[src/rtl/otter_intr_pkg.sv]
// Shared types, CSR addresses and the priority encoder for otter_intr_ctrl.
package otter_intr_pkg;

  typedef enum logic [1:0] {
    IDLE   = 2'd0,
    REQ    = 2'd1,
    ACTIVE = 2'd2
  } intr_state_t;

  localparam logic [1:0] CSR_ENABLE  = 2'd0;
  localparam logic [1:0] CSR_PENDING = 2'd1;
  localparam logic [1:0] CSR_STATUS  = 2'd2;
  localparam logic [1:0] CSR_RAW     = 2'd3;

  // Index of the lowest set bit; 0 when no bit is set.
  function automatic logic [4:0] prio_enc(input logic [31:0] vec);
    logic [4:0] idx;
    idx = 5'd0;
    for (int i = 31; i >= 0; i--) begin
      if (vec[i]) idx = 5'(i);
    end
    return idx;
  endfunction

endpackage

[src/rtl/otter_intr_sync.sv]
// One interrupt line: SYNC_STAGES-deep synchroniser plus a delayed copy for edge detection.
module otter_intr_sync #(
  parameter int SYNC_STAGES = 2
) (
  input  logic clk,
  input  logic rst,
  input  logic async_in,
  output logic sync_out,
  output logic sync_d
);

  logic [SYNC_STAGES-1:0] stages;

  // Shift the raw request through the synchroniser, then keep one older sample.
  always_ff @(posedge clk or posedge rst) begin
    if (rst) begin
      stages <= '0;
      sync_d <= 1'b0;
    end else begin
      // NOTE: non-blocking so every stage samples the previous stage's old value.
      stages <= {stages[SYNC_STAGES-2:0], async_in};
      sync_d <= stages[SYNC_STAGES-1];
    end
  end

  assign sync_out = stages[SYNC_STAGES-1];

endmodule

[src/rtl/otter_intr_ctrl.sv]
// Multi-source interrupt controller: sync, pending latch, mask, fixed priority,
// REQ/ACK/MRET handshake with the control FSM and a four-word CSR window.
module otter_intr_ctrl
  import otter_intr_pkg::*;
#(
  parameter int               N_SRC       = 8,
  parameter int               SYNC_STAGES = 2,
  parameter logic [N_SRC-1:0] EDGE_MASK   = {N_SRC{1'b1}},
  localparam int              ID_W        = (N_SRC > 1) ? $clog2(N_SRC) : 1
) (
  input  logic             CLK,
  input  logic             RST,
  input  logic [N_SRC-1:0] IRQ_IN,
  input  logic             MIE,
  output logic             INTR,
  output logic [ID_W-1:0]  INTR_ID,
  input  logic             INTR_ACK,
  input  logic             MRET,
  input  logic             CSR_WE,
  input  logic [1:0]       CSR_ADDR,
  input  logic [31:0]      CSR_WD,
  output logic [31:0]      CSR_RD
);

  logic [N_SRC-1:0] sync, sync_d, pending, pending_n, enable, elig, w1c;
  intr_state_t      state, state_n;
  logic [ID_W-1:0]  intr_id, intr_id_n;
  logic             ack_take;

  for (genvar g = 0; g < N_SRC; g++) begin : g_sync
    otter_intr_sync #(.SYNC_STAGES(SYNC_STAGES)) u_sync (
      .clk      (CLK),
      .rst      (RST),
      .async_in (IRQ_IN[g]),
      .sync_out (sync[g]),
      .sync_d   (sync_d[g])
    );
  end

  if (N_SRC < 32) begin : g_wd_sink
    logic unused_wd_hi;
    assign unused_wd_hi = ^CSR_WD[31:N_SRC];
  end

  assign elig     = pending & enable;
  assign ack_take = (state == REQ) && INTR_ACK;
  assign w1c      = (CSR_WE && CSR_ADDR == CSR_PENDING) ? CSR_WD[N_SRC-1:0] : '0;

  // Next pending: edge sources latch rises (set beats clear), level sources follow sync.
  always_comb begin
    // NOTE: default first so no path leaves pending_n unassigned (no latch).
    pending_n = pending;
    for (int i = 0; i < N_SRC; i++) begin
      if (EDGE_MASK[i]) begin
        pending_n[i] = (sync[i] & ~sync_d[i]) |
                       (pending[i] & ~(w1c[i] | (ack_take && intr_id == ID_W'(i))));
      end else begin
        pending_n[i] = sync[i];
      end
    end
  end

  // Pending and enable registers.
  always_ff @(posedge CLK or posedge RST) begin
    if (RST) begin
      pending <= '0;
      enable  <= '0;
    end else begin
      pending <= pending_n;
      if (CSR_WE && CSR_ADDR == CSR_ENABLE) enable <= CSR_WD[N_SRC-1:0];
    end
  end

  // Handshake state register and the latched source index.
  always_ff @(posedge CLK or posedge RST) begin
    if (RST) begin
      state   <= IDLE;
      intr_id <= '0;
    end else begin
      state   <= state_n;
      intr_id <= intr_id_n;
    end
  end

  // Next state: arbitrate only in IDLE; REQ holds its winner until ACK or withdraw.
  always_comb begin
    state_n   = state;
    intr_id_n = intr_id;
    case (state)
      IDLE: begin
        if (MIE && |elig) begin
          state_n   = REQ;
          intr_id_n = ID_W'(prio_enc(32'(elig)));
        end
      end
      REQ: begin
        if (INTR_ACK)                   state_n = ACTIVE;
        else if (!MIE || !elig[intr_id]) state_n = IDLE;
      end
      ACTIVE: begin
        if (MRET) state_n = IDLE;
      end
      default: state_n = IDLE;
    endcase
  end

  assign INTR    = (state == REQ);
  assign INTR_ID = intr_id;

  // Combinational CSR read mux; unused bits read as zero.
  always_comb begin
    CSR_RD = '0;
    case (CSR_ADDR)
      CSR_ENABLE:  CSR_RD[N_SRC-1:0] = enable;
      CSR_PENDING: CSR_RD[N_SRC-1:0] = pending;
      CSR_STATUS: begin
        CSR_RD[1:0]       = state;
        CSR_RD[8 +: ID_W] = intr_id;
      end
      default:     CSR_RD[N_SRC-1:0] = sync;
    endcase
  end

endmodule

[config.mk]
export PLATFORM = sky130hd
export DESIGN_NAME = otter_intr_ctrl
export DESIGN_NICKNAME = d
export VERILOG_FILES = /design/src/rtl/otter_intr_pkg.sv /design/src/rtl/otter_intr_sync.sv /design/src/rtl/otter_intr_ctrl.sv
export SDC_FILE = /design/constraint.sdc
export NUM_CORES = 1
export LEC_CHECK = 0
export BUFFER_PORTS_ARGS = -buffer_cell sky130_fd_sc_hd__buf_2
export CAP_MARGIN = 20
export CORE_ASPECT_RATIO = 1.25
export CORE_UTILIZATION = 50
export CTS_CLUSTER_SIZE = 24
export DETAILED_ROUTE_END_ITERATION = 10
export PLACE_DENSITY = 0.82
export REMOVE_ABC_BUFFERS = 1
export SYNTH_ARGS = -nofsm -noshare
export SYNTH_HDL_FRONTEND = slang
export SYNTH_SLANG_ARGS = --single-unit
[constraint.sdc]
create_clock -name CLK -period 2.6 [get_ports CLK]
set_input_delay 0.26 -clock CLK [delete_from_list [all_inputs] [get_ports CLK]]
set_output_delay 0.26 -clock CLK [all_outputs]
set_load 0.05 [all_outputs]
Word level (Yosys, flattened, before mapping)
Cells that the tools add are included.

Word-level logic and storage cells: 124. Bits in registers: 45. Output and inout bits: 36.

Bitwise operators: 49. Magnitude comparators: 1. Equality and inequality tests: 14. Reduce and logical (&&, ||, !) cells: 21. Multiplexer cells: 19.

Operators with widths (count): 3-bit 2-to-1 mux (9); 6-bit one-hot mux with 3 select lines (1); 1-bit AND (16); 1-bit NOT (16); 1-bit bitwise OR (16); 3-bit equality test, second input constant (4); 1-bit logical AND (12); 2-bit one-hot mux with 3 select lines (2); 8-bit AND (1); 2-bit 2-to-1 mux (4); 8-bit 2-to-1 mux (1); 8-bit OR reduction (1); 3-bit by 2-bit equality test with 1-bit output, second input constant (2); 2-bit by 1-bit equality test with 1-bit output, second input constant (2); 2-bit equality test, second input constant (2); 2-bit zero test (2); 3-bit by 4-bit less-than comparator with 1-bit output, second input constant (1); 2-bit != test, second input constant (2); 1-bit binary-select mux with 3-bit select (1); 3-bit by 1-bit equality test with 1-bit output, second input constant (1); 3-bit zero test (1); 3-bit by 1-bit != test with 1-bit output, second input constant (1); 3-bit AND reduction (1); 1-bit zero test (2); 3 further kinds (3).

Longest topological paths before layout
Gate-level depths: netlist of run 1.

Depth in word-level cells: 9. Gate-level depth with buffers: 5. Depth with buffers taken out: 4.

Hierarchy
From an unflattened synthesis of run 1, not the netlist that was laid out.

Cells, all modules: 189. Area, all modules: 2105.8 µm².

Modules (own cells, without submodules): otter_intr_ctrl (sequential area each 525.5 µm², area each 1475.2 µm², times used 1, cells each 157); otter_intr_sync (sequential area each 75.1 µm², area each 78.8 µm², times used 8, cells each 4).

Worst setup path before layout of run 1
OpenSTA, ideal clock, no wires.

Path type: input port to output port. Start: in CSR_ADDR[0]. End: out CSR_RD[3]. Cell stages on the path: 3. Buffers on the path: 1. Slack: 673 ps. Arrival time: 1667 ps. Cell sequence: buf_2 > mux2i_1 > o21ai_0.

Word-level cells in the longest chain between the ends: 2. Elaborated cells between the ends (all ways): 4.

RTL lines: start, declared (line otter_intr_ctrl.sv:20) `input logic [1:0] CSR_ADDR,`; 2-bit equality test, or another cell as far along (line otter_intr_ctrl.sv:113) `case (CSR_ADDR)`; 6-bit one-hot mux with 3 select lines * (line otter_intr_ctrl.sv:113); end, declared (line otter_intr_ctrl.sv:22) `output logic [31:0] CSR_RD`.

Every way passes the cells marked *; elsewhere a longest branch is shown, timed or not.

Final worst setup path of run 1
Start: reg pending[1]. End: out CSR_RD[1].

Word-level cells in the longest chain between the ends: 1.

RTL lines: start, declared (line otter_intr_ctrl.sv:25) `logic [N_SRC-1:0] sync, sync_d, pending, pending_n, enable, elig, w1c;`; start signal, assigned (line otter_intr_ctrl.sv:69) `pending <= pending_n;`; 2-bit one-hot mux with 3 select lines (line otter_intr_ctrl.sv:113).

No other way between the ends.

==> flow_summary.ini, run 1 <==
[die]
start_util_pct = 53.6
die_w_um = 59.7
rows = 25
design.die.area_mm2 = 0.00442
core_area_mm2 = 0.00388
die_h_um = 74.1
io_pins = 84

[finish]
syn_to_final_growth_pct = 15.5
finalNonFillerCells = 280
num_antenna_cells = 0
final_core_util_pct = 61.9
layout_common_cells = 45 x dfrtp_1, 38 x buf_2, 24 x nand2_1
n_fill_cell = 330
seqCellArea_mm2 = 0.00113
fin_nets = 273
layout_commonest_cell = dfrtp_1
multi_input_area_um2 = 807
drive_gt1_share_pct = 28.3

[global_routing]
grt_pass1_vias = 1360
grt_pass1_wl_mm = 6.15
grt_use_met2_pct = 32.5
use_met3_pct = 4.52
grt-busiest-layer = met2
antenna_found_initial = 0
grtUsageTotal_pct = 19.2
grt_use_met1_pct = 22.7
grt-ovfl-total = 0
grt_max_degree = 30

[sta]
max_slew_margin_pct = 52.2
finalSetupTns_ps = 0
setup_viol = 0
hold_violations = 0
fin_crit_ps = 1680
maxSlewViolCount = 0
tightest_slew_ps = 714
rsz0062_at_grt = no
fin_crit_sh_pct = 64.6
fin_worst_skew_ps = 5.43
clock.fmax_mhz = 596
finalWorstSetupSlack_ps = 921

[route]
dr.first_iter.drc_count = 52
totalWireLength_mm = 3.78
wire_per_inst_um = 13.5
vias_per_cell = 5.09
vias = 1425
ant_nets = 0
dr.pass1.iters = 6
drc = 0

[synth]
avgSynthCellArea_um2 = 11.3
synth_warnings = 0
async_reset_ff_share_pct = 100
syn_area_mm2 = 0.00208
synth_seq_cells = 45
synth_top_area_share_pct = 54.2
synth_ff_type = dfrtp_1
synth-edff-count = 0
synth.area.top_cells = dfrtp_1 54%, buf_4 7.6%, mux2_2 4.3%
yosysSeqAreaShare_pct = 54.2
synth_top_area_cell = dfrtp_1
synth.distinct_cells = 36
syn-instance-count = 184

[pwr]
clkPwrFrac_pct = 26.4
seqPwrFrac_pct = 41.7
pwr-share-comb_pct = 31.9
p_switching_uw = 864
p_total_uw = 2290
intPower_uw = 1430
swShare_pct = 37.7
p_leak_uw = 0.00113
vdd_drop_max_mv = 0.493
powerDensity_mw_per_mm2 = 956

[clock_network]
postCtsSetupRepairBufs = 0
cts.path.max_buffers = 2
cts.sinks = 45
h-tree-depth = 2
ctsHoldBuffers = 0
path_clk_slew_ps = 80
cts.repair.resized = 0
cts_tree = built
clock_latency_ps = 290
cts_buffers = 5
root_buffer = clkbuf_8

[critical_path]
regToRegSetupSlack_ps = 1080
setup.worst_path.end_class = output port
reg2reg_depth = 4
critPathKind = reg -> out
crit_path_start_kind = register
cp-startpoint = pending[1]$_DFF_PP0_
rr_endpoint = state[0]$_DFFE_PP0P_
rr_startpoint = pending[1]$_DFF_PP0_
crit_fanout = 6
cp_data_arrival_time_ps = 1420
critPathRequiredTime_ps = 2340

[place]
dp_slack_ps = 974
dpl.hpwl_mm = 2.76
numPortBuffers = 38
placed_cells = 270
place.gp.congestion = 0.832

[flow_run]
drv_cap = 0

[min_path]
hold_end = g_sync[6].u_sync.stages[0]$_DFF_PP0_
hold_path_class = in -> reg
min_delay_path_depth = 1
hold_start = IRQ_IN[6]

[run_status]
status = finished, final reports clean
==> worst max path at each step <==
stage	endpoint	slack [ps]
after floorplan	CSR_RD[3]	740
after global placement	enable[5]$_DFFE_PP0P_	980
after detailed placement	enable[2]$_DFFE_PP0P_	970
after CTS	CSR_RD[1]	910
after global routing	CSR_RD[1]	870
final	CSR_RD[1]	920
==> kinds of logic (layout without fill, tap and decap cells) <==
| group | Yosys count | after routing | synth area share, % |
|---|---|---|---|
| other | 1 | 21 | 0.180 |
| AOI/OAI and AO/OA | 37 | 37 | 12.7 |
| buffers and inverters | 37 | 59 | 10.6 |
| muxes | 18 | 18 | 11.0 |
| and+or+nand+nor | 46 | 46 | 11.3 |
| DFF | 45 | 45 | 54.2 |
==> synth_stat cells (all sizes together) (3+ instances only) <==
master / number
dfrtp: 45
inv: 10
mux2: 9
mux4: 3
nand3: 6
buf: 23
clkbuf: 4
nand2: 24
o211ai: 7
o21ai: 15
a21oi: 3
mux2i: 6
and2: 5
==> layer usage <==
metal | vias up | part of all wire [%]
li1 | 675 | -
met4 | 0 | 1.6
met3 | 4 | 4.1
met5 | - | 0
met2 | 43 | 51
met1 | 703 | 43
==> flip-flops by register name, summed over array words and instances, names as in the netlist <==
register              cells
INTR_ID                   3
enable                    8
g_sync.u_sync.stages     16
g_sync.u_sync.sync_d      8
pending                   8
state                     2
==> per-stage QoR <==
step                      instance area [um2]  hold slack, ps
after global placement                   2240             331
after floorplan                          1970             291
after CTS                                2370            57.4
final                                    2400            67.0
after global routing                     2400            57.5
after detailed placement                 2240             335
==> critical path: stages (launching register included) <==
cell and delay [ps]:
dfrtp_1 450, mux4_2 460, buf_2 220
==> final cells by class <==
class / instances / share of cell area (%)
Clock buffer: 5 / 2.87
Clock inverter: 3 / 2.71
Inverter: 10 / 1.56
Multi-Input combinational cell: 122 / 33.6
Sequential cell: 45 / 46.9
Tap cell: 54 / 2.82
Timing Repair Buffer: 41 / 9.49
==> power groups by stage <==
stage                     clock network [uW]  logic (uW)  registers [uW]
after floorplan                            0         502            1010
after global placement                     0         716             960
after detailed placement                   0         725             968
after CTS                                618         728             954
after global routing                     642         790             975
final                                    605         731             957
(Power assumes the default switching activity.)
==> inputs of run 2 (changes only) <==
--- a/config.mk
+++ b/config.mk
@@ -5,13 +5,14 @@
 export SDC_FILE = /design/constraint.sdc
 export NUM_CORES = 1
 export LEC_CHECK = 0
+export ABC_AREA = 1
 export BUFFER_PORTS_ARGS = -buffer_cell sky130_fd_sc_hd__buf_2
 export CAP_MARGIN = 20
 export CORE_ASPECT_RATIO = 1.25
-export CORE_UTILIZATION = 50
+export CORE_UTILIZATION = 43
 export CTS_CLUSTER_SIZE = 24
 export DETAILED_ROUTE_END_ITERATION = 10
-export PLACE_DENSITY = 0.82
+export PLACE_DENSITY = 0.75
 export REMOVE_ABC_BUFFERS = 1
 export SYNTH_ARGS = -nofsm -noshare
 export SYNTH_HDL_FRONTEND = slang
==> constraint.sdc (replaced) <==
create_clock -name CLK -period 1.5 [get_ports CLK]
set_input_delay 0.15 -clock CLK [delete_from_list [all_inputs] [get_ports CLK]]
set_output_delay 0.15 -clock CLK [all_outputs]
set_load 0.05 [all_outputs]
==> run 2 against run 1 <==
  * Clock skew fell by 1.4 ps
  * Clock power grew 17%
  * Total power is 56% higher
  * First-iteration DRC count is 50% higher
  * Die area grew 15%
  * Critical path depth rose by 3
  * Largest cell class unchanged
==> flow_summary.ini, run 2 <==
[run_status]
status = finished, final reports clean

[pwr]
vdd_drop_max_mv = 0.839
powerDensity_mw_per_mm2 = 1450
p_total_uw = 3570
p_leak_uw = 0.00127

[critical_path]
cp_top_family = flip-flops
crit_path_start_kind = register
reg2reg_depth = 4
rr_endpoint = pending[3]$_DFF_PP0_
path_cells = inv_2 > o21ai_1 > a21oi_1 > o21ai_1 > buf_6
cp-startpoint = state[0]$_DFFE_PP0P_
crit_fanout = 5
setup.worst_path.end_class = output port
regToRegSetupSlack_ps = 160
critPathRequiredTime_ps = 1350
crit_path_end = CSR_RD[0]
critPathKind = reg -> out
cp_data_arrival_time_ps = 1250
cpMostUsedCell = o21ai_1
crit_slowest_cell = dfrtp_1
critPathBufInv = 2
critPathMaxStageDelay_ps = 370
worst-path-stages = 5
rr_startpoint = state[1]$_DFFE_PP0P_

[global_routing]
grt-ovfl-total = 0
grt_pass1_wl_mm = 6.83
grt_max_degree = 25
grtUsageTotal_pct = 17.5
grt_pass1_vias = 1559
antenna_found_initial = 0
use_met3_pct = 4.00
grt_use_met2_pct = 29.9
grt-busiest-layer = met2
grt_use_met1_pct = 21.3

[synth]
synth_ff_type = dfrtp_1
synth-xor-area-share_pct = 0
synth-edff-count = 0
syn-instance-count = 230
yosysMostFrequentCell = nand2_1
ys_top_cells_by_count = 61 x nand2_1, 45 x dfrtp_1, 29 x inv_1, 21 x buf_4, 12 x o21ai_0
syn_area_mm2 = 0.00207
synth_top_area_cell = dfrtp_1
synth_top_family_by_area = simple AND/OR/NAND/NOR gates
synth-simple-area-share_pct = 19.3
synth.area.top_cells = dfrtp_1 54%, nand2_1 11%, buf_4 7.6%
synth_warnings = 0
synthAdderAreaFrac_pct = 0
synth.distinct_cells = 22
synth_seq_cells = 45
yosys-mux-area-fraction_pct = 0
synth_compound_gate_area_share_pct = 12.4
async_reset_ff_share_pct = 100
avgSynthCellArea_um2 = 9.01
synth_top_area_share_pct = 54.3
yosysSeqAreaShare_pct = 54.3

[route]
vias_per_cell = 4.78
wire_per_inst_um = 11.7
dr.first_iter.drc_count = 78
ant_nets = 0
vias = 1644
totalWireLength_mm = 4.03
dr.pass1.iters = 5
drc = 0

[sta]
fin_crit_sh_pct = 93.1
fin_crit_ps = 1400
rsz0062_at_grt = no
fin_worst_skew_ps = 4.03
maxSlewViolCount = 0
hold_violations = 0
finalWorstSetupSlack_ps = 103
setup_viol = 0
clock.fmax_mhz = 716

[flow_run]
drv_cap = 0

[finish]
final_core_util_pct = 54.4
layout_common_cells = 61 x nand2_1, 44 x dfrtp_1, 36 x buf_2
largest_register_ff_count = 16
finalNonFillerCells = 344
drive_gt1_share_pct = 22.0
syn_to_final_growth_pct = 18.8
fin_nets = 333
largest_register = g_sync.u_sync.stages
num_antenna_cells = 0
layout_commonest_cell = nand2_1

[die]
die_w_um = 64.1
die_h_um = 79.6
core_area_mm2 = 0.00453
start_util_pct = 45.8
design.die.area_mm2 = 0.00511
io_pins = 84
rows = 27

[place]
dp_slack_ps = 118
dpl.hpwl_mm = 3.02
place.gp.congestion = 0.850
numPortBuffers = 38
placed_cells = 326

[clock_network]
cts_buffers = 5
path_clk_slew_ps = 80
clock_latency_ps = 290
cts.sinks = 45
cts_tree = built
h-tree-depth = 2
root_buffer = clkbuf_8
cts.path.max_buffers = 2

[min_path]
hold_path_class = in -> reg
## run 2: changes by cell type after synthesis, moves of 3 or more
cell,delta
o22ai_1,+8
nand2_1,+37
o21ai_2,+8
nor2_1,+9
mux2_2,-8
clkbuf_1,-4
o21ai_0,-3
mux4_2,-3
mux2i_1,-6
and2_1,-5
nor3_1,+8
inv_1,+19
## run 2: logic make-up after synthesis
logic type,after synthesis
flops,45
other cells,1
simple gates,92
buf+inv,53
compound gates,39
## run 2: report_power, final
part / total, uW / switching, uW / internal, uW
Combinational: 1300 / 943 / 357
Sequential: 1570 / 178 / 1390
Clock: 708 / 379 / 329
## run 2: worst min path at each step
stage	startpoint	to	cells past startpoint	slack, ps
after CTS	MRET	state[1]$_DFFE_PP0P_	2	50
after global placement	RST	g_sync[1].u_sync.stages[0]$_DFF_PP0_	2	90
final	MRET	state[1]$_DFFE_PP0P_	2	50
after global routing	MRET	state[1]$_DFFE_PP0P_	2	70
after floorplan	IRQ_IN[0]	g_sync[0].u_sync.stages[0]$_DFF_PP0_	0	180
after detailed placement	RST	g_sync[4].u_sync.stages[0]$_DFF_PP0_	2	90
## run 2: final cells by class
type,instances,area (um2)
inverter,30,113
clock inverter,1,7.51
multi-input combinational,152,736
timing repair buffer,51,332
tap,58,72.6
clock buffer,7,76.3
fill,449,2060
sequential,45,1130
## run 2: repair_timing
item / CTS / global route
hold endpoints to repair: 16 / 0
resized for setup: 2 / 5
hold buffers: 9 / 0
setup endpoints to repair: 1 / 2
setup buffers: 0 / 1
## run 2: metrics by stage
| stage | hold slack, ps | area (um2) | TNS [ps] |
|---|---|---|---|
| after floorplan | 181 | 1970 | -3500 |
| after global placement | 91.5 | 2270 | 0 |
| after detailed placement | 92.2 | 2270 | 0 |
| after CTS | 50.6 | 2450 | 0 |
| after global routing | 70.7 | 2460 | 0 |
| final | 52.3 | 2460 | 0 |
## run 2: routing by layer
metal | vias to the layer above | part of all wire, %
li1 | 805 | -
met3 | 7 | 5.9
met5 | - | 0
met4 | 0 | 1.6
met2 | 57 | 50
met1 | 775 | 42
